`src/rtl/imm_gen.sv`:
```
// RV32I immediate decoder: combinational imm/fmt/imm_valid, plus a 1-cycle registered copy.
// No backpressure: en gates capture; rst (synchronous) clears the registered copy and wins over en.
module imm_gen #(
   parameter int XLEN = 32
) (
   input  logic            clk,
   input  logic            rst,
   input  logic [31:0]     instr,
   input  logic            en,
   output logic [XLEN-1:0] imm,
   output logic [2:0]      fmt,
   output logic            imm_valid,
   output logic [XLEN-1:0] imm_q,
   output logic [2:0]      fmt_q,
   output logic            imm_valid_q
);

   typedef enum logic [2:0] {
      FMT_NONE = 3'd0,
      FMT_I    = 3'd1,
      FMT_S    = 3'd2,
      FMT_B    = 3'd3,
      FMT_U    = 3'd4,
      FMT_J    = 3'd5
   } fmt_t;

   typedef struct packed {
      logic [XLEN-1:0] imm;
      fmt_t            fmt;
      logic            vld;
   } imm_dat_t;

   localparam logic [6:0] OP_IMM   = 7'h13;
   localparam logic [6:0] OP_LOAD  = 7'h03;
   localparam logic [6:0] OP_JALR  = 7'h67;
   localparam logic [6:0] OP_MISC  = 7'h0F;
   localparam logic [6:0] OP_SYS   = 7'h73;
   localparam logic [6:0] OP_STORE = 7'h23;
   localparam logic [6:0] OP_BRCH  = 7'h63;
   localparam logic [6:0] OP_LUI   = 7'h37;
   localparam logic [6:0] OP_AUIPC = 7'h17;
   localparam logic [6:0] OP_JAL   = 7'h6F;

   logic [6:0]      opcode;
   logic            sign;
   fmt_t            fmt_dec;
   logic [XLEN-1:0] imm_i, imm_s, imm_b, imm_u, imm_j;
   imm_dat_t        cur_dat, reg_dat;

   assign opcode = instr[6:0];
   assign sign   = instr[31];

   // Every format's immediate is built in parallel; the opcode only steers the final mux.
   assign imm_i = {{20{sign}}, instr[31:20]};
   assign imm_s = {{20{sign}}, instr[31:25], instr[11:7]};
   assign imm_b = {{19{sign}}, instr[31], instr[7], instr[30:25], instr[11:8], 1'b0};
   assign imm_u = {instr[31:12], 12'h000};
   assign imm_j = {{11{sign}}, instr[31], instr[19:12], instr[20], instr[30:21], 1'b0};

   always_comb begin
      fmt_dec = FMT_NONE;
      unique case (opcode)
         OP_IMM, OP_LOAD, OP_JALR, OP_MISC, OP_SYS: fmt_dec = FMT_I;
         OP_STORE:                                  fmt_dec = FMT_S;
         OP_BRCH:                                   fmt_dec = FMT_B;
         OP_LUI, OP_AUIPC:                          fmt_dec = FMT_U;
         OP_JAL:                                    fmt_dec = FMT_J;
         default:                                   fmt_dec = FMT_NONE;
      endcase
   end

   always_comb begin
      cur_dat     = '0;
      cur_dat.fmt = fmt_dec;
      cur_dat.vld = (fmt_dec != FMT_NONE);
      unique case (fmt_dec)
         FMT_I:   cur_dat.imm = imm_i;
         FMT_S:   cur_dat.imm = imm_s;
         FMT_B:   cur_dat.imm = imm_b;
         FMT_U:   cur_dat.imm = imm_u;
         FMT_J:   cur_dat.imm = imm_j;
         default: cur_dat.imm = '0;
      endcase
   end

   assign imm       = cur_dat.imm;
   assign fmt       = cur_dat.fmt;
   assign imm_valid = cur_dat.vld;

   always_ff @(posedge clk) begin
      if (rst) begin
         reg_dat <= '0;
      end else if (en) begin
         reg_dat <= cur_dat;
      end
   end

   assign imm_q       = reg_dat.imm;
   assign fmt_q       = reg_dat.fmt;
   assign imm_valid_q = reg_dat.vld;

endmodule

```
`config.mk`:
```
export PLATFORM = sky130hd
export DESIGN_NAME = imm_gen
export DESIGN_NICKNAME = d
export VERILOG_FILES = /design/src/rtl/imm_gen.sv
export SDC_FILE = /design/constraint.sdc
export NUM_CORES = 1
export LEC_CHECK = 0
export BUFFER_PORTS_ARGS = -buffer_cell sky130_fd_sc_hd__buf_4
export CAP_MARGIN = 20
export CORE_UTILIZATION = 48
export DETAILED_ROUTE_END_ITERATION = 10
export GPL_TIMING_DRIVEN = 0
export PLACE_DENSITY = 0.85
export RECOVER_POWER = 50
export SLEW_MARGIN = 10
export SYNTH_ARGS = -nofsm -noshare
export SYNTH_HDL_FRONTEND = slang
export SYNTH_SLANG_ARGS = --single-unit
```
`constraint.sdc`:
```
create_clock -name clk -period 2.3 [get_ports clk]
set_input_delay 0.345 -clock clk [delete_from_list [all_inputs] [get_ports clk]]
set_output_delay 0.345 -clock clk [all_outputs]
set_load 0.02 [all_outputs]
```
==> results.json, run 1 <==
{
  "setup.worst_path.end": "imm[18]",
  "clock-sinks": 36,
  "drc": 0,
  "syn_nets": 282,
  "drv_slew": 0,
  "skew_ps": 0,
  "drv_cap": 0,
  "drt-pass1-iter-count": 5,
  "drtAntennaViolNets": 0,
  "netlist_instances": 247,
  "post-place-ws_ps": -82.3,
  "total_power_mw": 1.44,
  "initial_core_util": 0.512,
  "worstRegToRegCells": 2,
  "grt_pass1_wl_mm": 9.82,
  "end_kind": "output pin",
  "vias": 2205,
  "cts-root-buf": "clkbuf_8",
  "dpl.cell_count": 398,
  "final_area_um2": 2710,
  "final-setup-viol-count": 0,
  "cp_slowest_cell": "o31ai_4",
  "synth_area_leaders": "dfxtp_1, nand2_1, nor2_1",
  "gp_congestion": 0.973,
  "synth_top_area_cell": "dfxtp_1",
  "io_pins": 107,
  "synth_edf_count": 0,
  "p_per_area_nw_per_um2": 533,
  "wl_mm": 6.21,
  "async_flop_share": 0,
  "clk_pin_slew_ps": 70,
  "fin_ws_ps": 135,
  "rr_endpoint": "imm_q[23]$_SDFFE_PP0P_",
  "vias_per_cell": 5.43,
  "reg2reg_slack_ps": 1540,
  "path_depth": 9,
  "clk_path_buf_depth": 2,
  "status": "complete, no violations",
  "wire_per_inst_um": 15.3,
  "rsz0062_at_grt": "no",
  "grt-ovfl-total": 0,
  "portBuffers": 103,
  "clk_latency_ps": 290,
  "worstPathRequired_ps": 1960,
  "rows": 22,
  "cpMostUsedCell": "buf_4",
  "critPathBufInv": 5,
  "fin_nets": 393,
  "area_growth_pct": 41.5,
  "cts_tree": "built",
  "seq_area_frac_synth": 0.376,
  "antenna_found_initial": 0,
  "worst-endpoint-arrival_ps": 1820,
  "grt_use_total": 0.304,
  "die_y_um": 65.2,
  "slew_headroom": 0.546,
  "hpwl_mm": 4.73,
  "max_freq_ghz": 0.462,
  "critical_path_class": "input port to output pin",
  "path_delay_family": "buffers and inverters",
  "postCtsHoldBufs": 0,
  "worst_pin_slew_ps": 682,
  "hold_viol_final": 0,
  "hold_path_class": "input port to flip-flop",
  "synth_top_flop_cell": "dfxtp_1",
  "finalCritPeriodShare": 0.941,
  "yosys.area.top_type_share": 0.376,
  "die_area_um2": 4250,
  "diodes": 0,
  "utilization": 0.724,
  "yosys_warnings": 0,
  "core_area_um2": 3740,
  "slowest_delay_ps": 250,
  "drive_above_1_share": 0.277,
  "peakVddDrop_v": 0.000363,
  "htreeDepth": 2,
  "reg2reg_from": "imm_q[23]$_SDFFE_PP0P_",
  "numCtsBuffers": 5,
  "cp_max_fo": 10,
  "synth_seq_cells": 36,
  "netlist_area_um2": 1920,
  "stdcell_count": 406,
  "chipWidth_um": 65.2,
  "crit_start": "instr[1]",
  "post_dp_cell_area_um2": 2750,
  "syn_area_per_cell_um2": 7.76,
  "p_leak_nw": 1.26,
  "grt_max_degree": 11,
  "synth_cell_types": 37,
  "drt_iter0_drc": 156,
  "start_kind": "input port",
  "grt_pass1_vias": 2058,
  "finalCriticalPeriod_ps": 2160,
  "cp_cell_sequence": "buf_4 > and2_1 > buf_2 > nand3_1 > inv_2 > o31ai_4 > buf_6 > nand2_1 > buf_4"
}
==> layout make-up <==
type	count	area, um^2
plain buffers	21	103
inverters	4	15.0
repair buffers	104	638
well taps	48	60.1
flip-flops and latches	36	721
clock buffers	7	96.3
fillers	361	1030
multi-input cells	186	1080
==> cell usage in the layout, fill, tap and decap left out, types with 2 or more instances in the layout <==
cell type  count
dfxtp_1       36
o21a_1         5
and3b_1        2
nand3_1       11
a21oi_1        7
buf_4         68
a311oi_1      13
nor2_1        39
o21ai_0        7
clkbuf_8       7
and2_1        10
clkbuf_1      48
inv_1          3
a311oi_2       9
nand2_1       61
buf_2          7
nor2b_1        2
mux2i_1        3
==> logic make-up (layout without fill, tap and decap cells) <==
logic type      after synthesis  after routing  synth area share
buf+inv                      25            136            0.0614
simple gates                131            131             0.297
xor+xnor                      1              1           0.00457
mux                           3              3            0.0157
compound gates               51             51             0.246
flops                        36             36             0.376
==> tightest hold or removal path, cell delays in order <==
cell	delay (ps)
buf_4	110
nand2_1	60
a311oi_1	80
==> worst min-delay path by stage <==
| stage | startpoint | to | slack (ps) | depth (start not counted) |
|---|---|---|---|---|
| final | instr[14] | imm_q[14]$_SDFFE_PP0P_ | 350 | 3 |
| after global routing | instr[12] | imm_q[12]$_SDFFE_PP0P_ | 360 | 3 |
| after CTS | instr[14] | imm_q[14]$_SDFFE_PP0P_ | 350 | 3 |
| after detailed placement | imm_q[5]$_SDFFE_PP0P_ | imm_q[5]$_SDFFE_PP0P_ | 460 | 2 |
| after global placement | imm_q[7]$_SDFFE_PP0P_ | imm_q[7]$_SDFFE_PP0P_ | 450 | 2 |
| after floorplan | instr[31] | imm_q[31]$_SDFFE_PP0P_ | 510 | 2 |
==> per-stage QoR <==
step	hold slack, ps	setup TNS, ps
after floorplan	512	0
after global placement	454	-504
after detailed placement	460	-440
after CTS	348	0
after global routing	363	0
final	346	0
==> power by group <==
| part | internal (mW) | leakage, nW | switching (mW) |
|---|---|---|---|
| Sequential | 0.649 | 0.295 | 0.0127 |
| Clock | 0.267 | 0.0503 | 0.222 |
| Combinational | 0.115 | 0.912 | 0.180 |
| Total | 1.03 | 1.26 | 0.415 |
==> synthesized netlist by cell type (2+ instances only) <==
master,n
and3b_1,2
o21ai_0,7
mux2i_1,3
buf_1,2
dfxtp_1,36
buf_2,7
clkbuf_1,9
nand2_1,61
o21a_1,5
nand3_1,11
nor2_1,39
nor2b_1,2
a21oi_1,7
a311oi_2,9
a311oi_1,13
buf_4,2
inv_1,3
and2_1,10
==> state kept, by name, summed over array words and instances, names as in the netlist <==
register,count
imm_q,32
fmt_q,3
imm_valid_q,1
==> layer usage <==
layer  share of wire  vias to the layer above  global-route usage
met1            0.41                     1011               0.377
met5               0                        -                   0
met2            0.49                      105               0.505
li1                -                     1073                   -
met4           0.029                        0               0.147
met3           0.075                       16              0.0521
==> timing repair <==
action / in CTS / in global routing
resized for setup: 0 / 0
endpoints found under the setup margin: 8 / 0
setup buffers: 1 / 0
No activity file was read; power rests on OpenSTA's default activity.
==> run 2: changes to the inputs <==
- ABC_AREA: not set -> 1
- CORE_MARGIN: not set -> 4
- CORE_UTILIZATION: 48 -> 43
- PLACE_DENSITY: 0.85 -> 0.75
- clock period: 2.3 -> 1.8 ns (I/O delays scaled with it)
==> run 2 against run 1 <==
  * Non-clock buffer count up 10
  * Clock power up 49%
  * Final cell count up 56%
  * Clock skew unchanged
  * Utilization down 11 points
  * Synthesized cell count up 81%
  * Wire length up 24%
  * Critical path type unchanged
  * Largest power group unchanged
  * Highest routed layer unchanged
==> results.json, run 2 <==
{
  "drv_slew": 0,
  "hold_path_class": "input port to flip-flop",
  "hpwl_mm": 5.93,
  "status": "complete, no violations",
  "seq_area_frac_synth": 0.294,
  "regArea_um2": 721,
  "antenna_found_initial": 0,
  "yosysMostFrequentCell": "nand2_1",
  "syn_nets": 483,
  "wl_met2_mm": 3.52,
  "drt-pass1-iter-count": 5,
  "grt-ovfl-total": 0,
  "final_common_cell": "nand2_1",
  "layout_common_cells": "nand2_1, nor2_1, nand3_1, buf_4, inv_1",
  "vias": 3057,
  "slew_headroom": 0.626,
  "synth_cell_types": 18,
  "synthTopCellsByCount": "nand2_1, nor2_1, nand3_1",
  "htreeDepth": 2,
  "worst_pin_slew_ps": 561,
  "synth_area_leaders": "dfxtp_1, nand2_1, nand3_1",
  "fin_ws_ps": 101,
  "worst-endpoint-arrival_ps": 1430,
  "drt_iter0_drc": 156,
  "yosys_warnings": 0,
  "netlist_instances": 448,
  "diodes": 0,
  "drive_above_1_share": 0.194,
  "finalCritPeriodShare": 0.944,
  "grt_pass1_wl_mm": 13.1,
  "drc": 0,
  "peakVddDrop_v": 0.000418,
  "chipWidth_um": 83.5,
  "grt_use_total": 0.223,
  "clk_path_buf_depth": 2,
  "clk_latency_ps": 290,
  "p_per_area_nw_per_um2": 610,
  "fill_cells": 567,
  "core_area_um2": 5510,
  "area_growth_pct": 37.8,
  "die_area_um2": 6970,
  "cts-root-buf": "clkbuf_8",
  "grt_pass1_vias": 2946,
  "met3_length_um": 566,
  "portBuffers": 104,
  "syn_area_per_cell_um2": 5.47,
  "vias_per_cell": 4.82,
  "fin_nets": 596,
  "yosys.area.top_type_share": 0.294,
  "synth_top_flop_cell": "dfxtp_1",
  "synth_seq_cells": 36,
  "final-setup-viol-count": 0,
  "hold_viol_final": 0,
  "clock-sinks": 36,
  "p_leak_nw": 2.17,
  "total_power_mw": 2.06,
  "finalCriticalPeriod_ps": 1700,
  "start_kind": "input port",
  "met1Wirelength_mm": 3.41,
  "clk_pin_slew_ps": 70,
  "die_y_um": 83.5,
  "netlist_area_um2": 2450,
  "wire_per_inst_um": 12.1,
  "topRoutingLayerUsed": "met4",
  "synth_edf_count": 0,
  "multi_input_area_um2": 1430,
  "skew_ps": 0,
  "post-place-ws_ps": -24.4,
  "io_pins": 107,
  "drtAntennaViolNets": 0,
  "initial_core_util": 0.445,
  "wl_mm": 7.67,
  "critical_path_class": "input port to output pin",
  "async_flop_share": 0,
  "max_freq_ghz": 0.589,
  "synth_top_area_cell": "dfxtp_1",
  "cp_max_fo": 10,
  "largest_reg_flops": 32,
  "numCtsBuffers": 5,
  "rows": 27,
  "gp_congestion": 0.823,
  "grt_max_degree": 12,
  "end_kind": "output pin",
  "worstPathRequired_ps": 1530,
  "cts_tree": "built",
  "drv_cap": 0
}
==> run 2: metal layers <==
metal	track usage	up-vias
met1	0.278	1341
met5	0	-
li1	-	1591
met4	0.0789	0
met3	0.0622	17
met2	0.370	108
==> run 2: worst paths after layout <==
kind                                              from                endpoint  slack, ps  cells past startpoint
worst max-delay path                          instr[1]                  imm[0]        100                      9
worst min-delay path                         instr[24]   imm_q[4]$_SDFFE_PP0P_        320                      5
worst max register to register  imm_q[11]$_SDFFE_PP0P_  imm_q[11]$_SDFFE_PP0P_       1130                      4
worst min register to register   fmt_q[2]$_SDFFE_PP0P_   fmt_q[2]$_SDFFE_PP0P_        490                      2
==> run 2: per-stage QoR <==
stage	TNS (ps)	instances	hold slack, ps	cell area [um^2]	util
after floorplan	0	448	479	2450	-
after global placement	0	624	476	3320	0.603
after detailed placement	-164	624	476	3320	0.603
after CTS	0	632	307	3440	0.625
after global routing	-38.0	634	337	3380	0.613
final	0	634	317	3380	0.613
==> run 2: area by class of cell <==
| cell class | instances | area share |
|---|---|---|
| repair buffers | 106 | 0.196 |
| multi-input cells | 328 | 0.423 |
| flip-flops and latches | 36 | 0.213 |
| clock inverters | 2 | 0.0104 |
| plain buffers | 29 | 0.0482 |
| clock buffers | 6 | 0.0215 |
| inverters | 55 | 0.0611 |
| well taps | 72 | 0.0267 |
==> run 2: cells by family after synthesis <==
group | share of synthesized area
flops | 0.294
simple gates | 0.550
compound gates | 0.0133
buf+inv | 0.142
==> run 2: report_power, final <==
group / internal, mW / leakage (nW) / switching, mW
sequential: 0.839 / 0.297 / 0.0213
clock: 0.411 / 0.0552 / 0.314
combinational: 0.174 / 1.82 / 0.301
total: 1.42 / 2.17 / 0.636
==> run 2: critical path: stages <==
cell,delay [ps]
buf_4,80
nand2_2,100
nor2_4,210
nand2_1,130
nand3_4,130
buf_4,190
nand2_1,90
nand2_1,80
buf_4,140
==> run 2: timing repair <==
item / in CTS / in global routing
pin swaps: 0 / 4
setup endpoints to repair: 20 / 30
resized for setup: 3 / 24
hold buffers: 0 / 0
buffers inserted: 0 / 2
gates cloned: 0 / 0
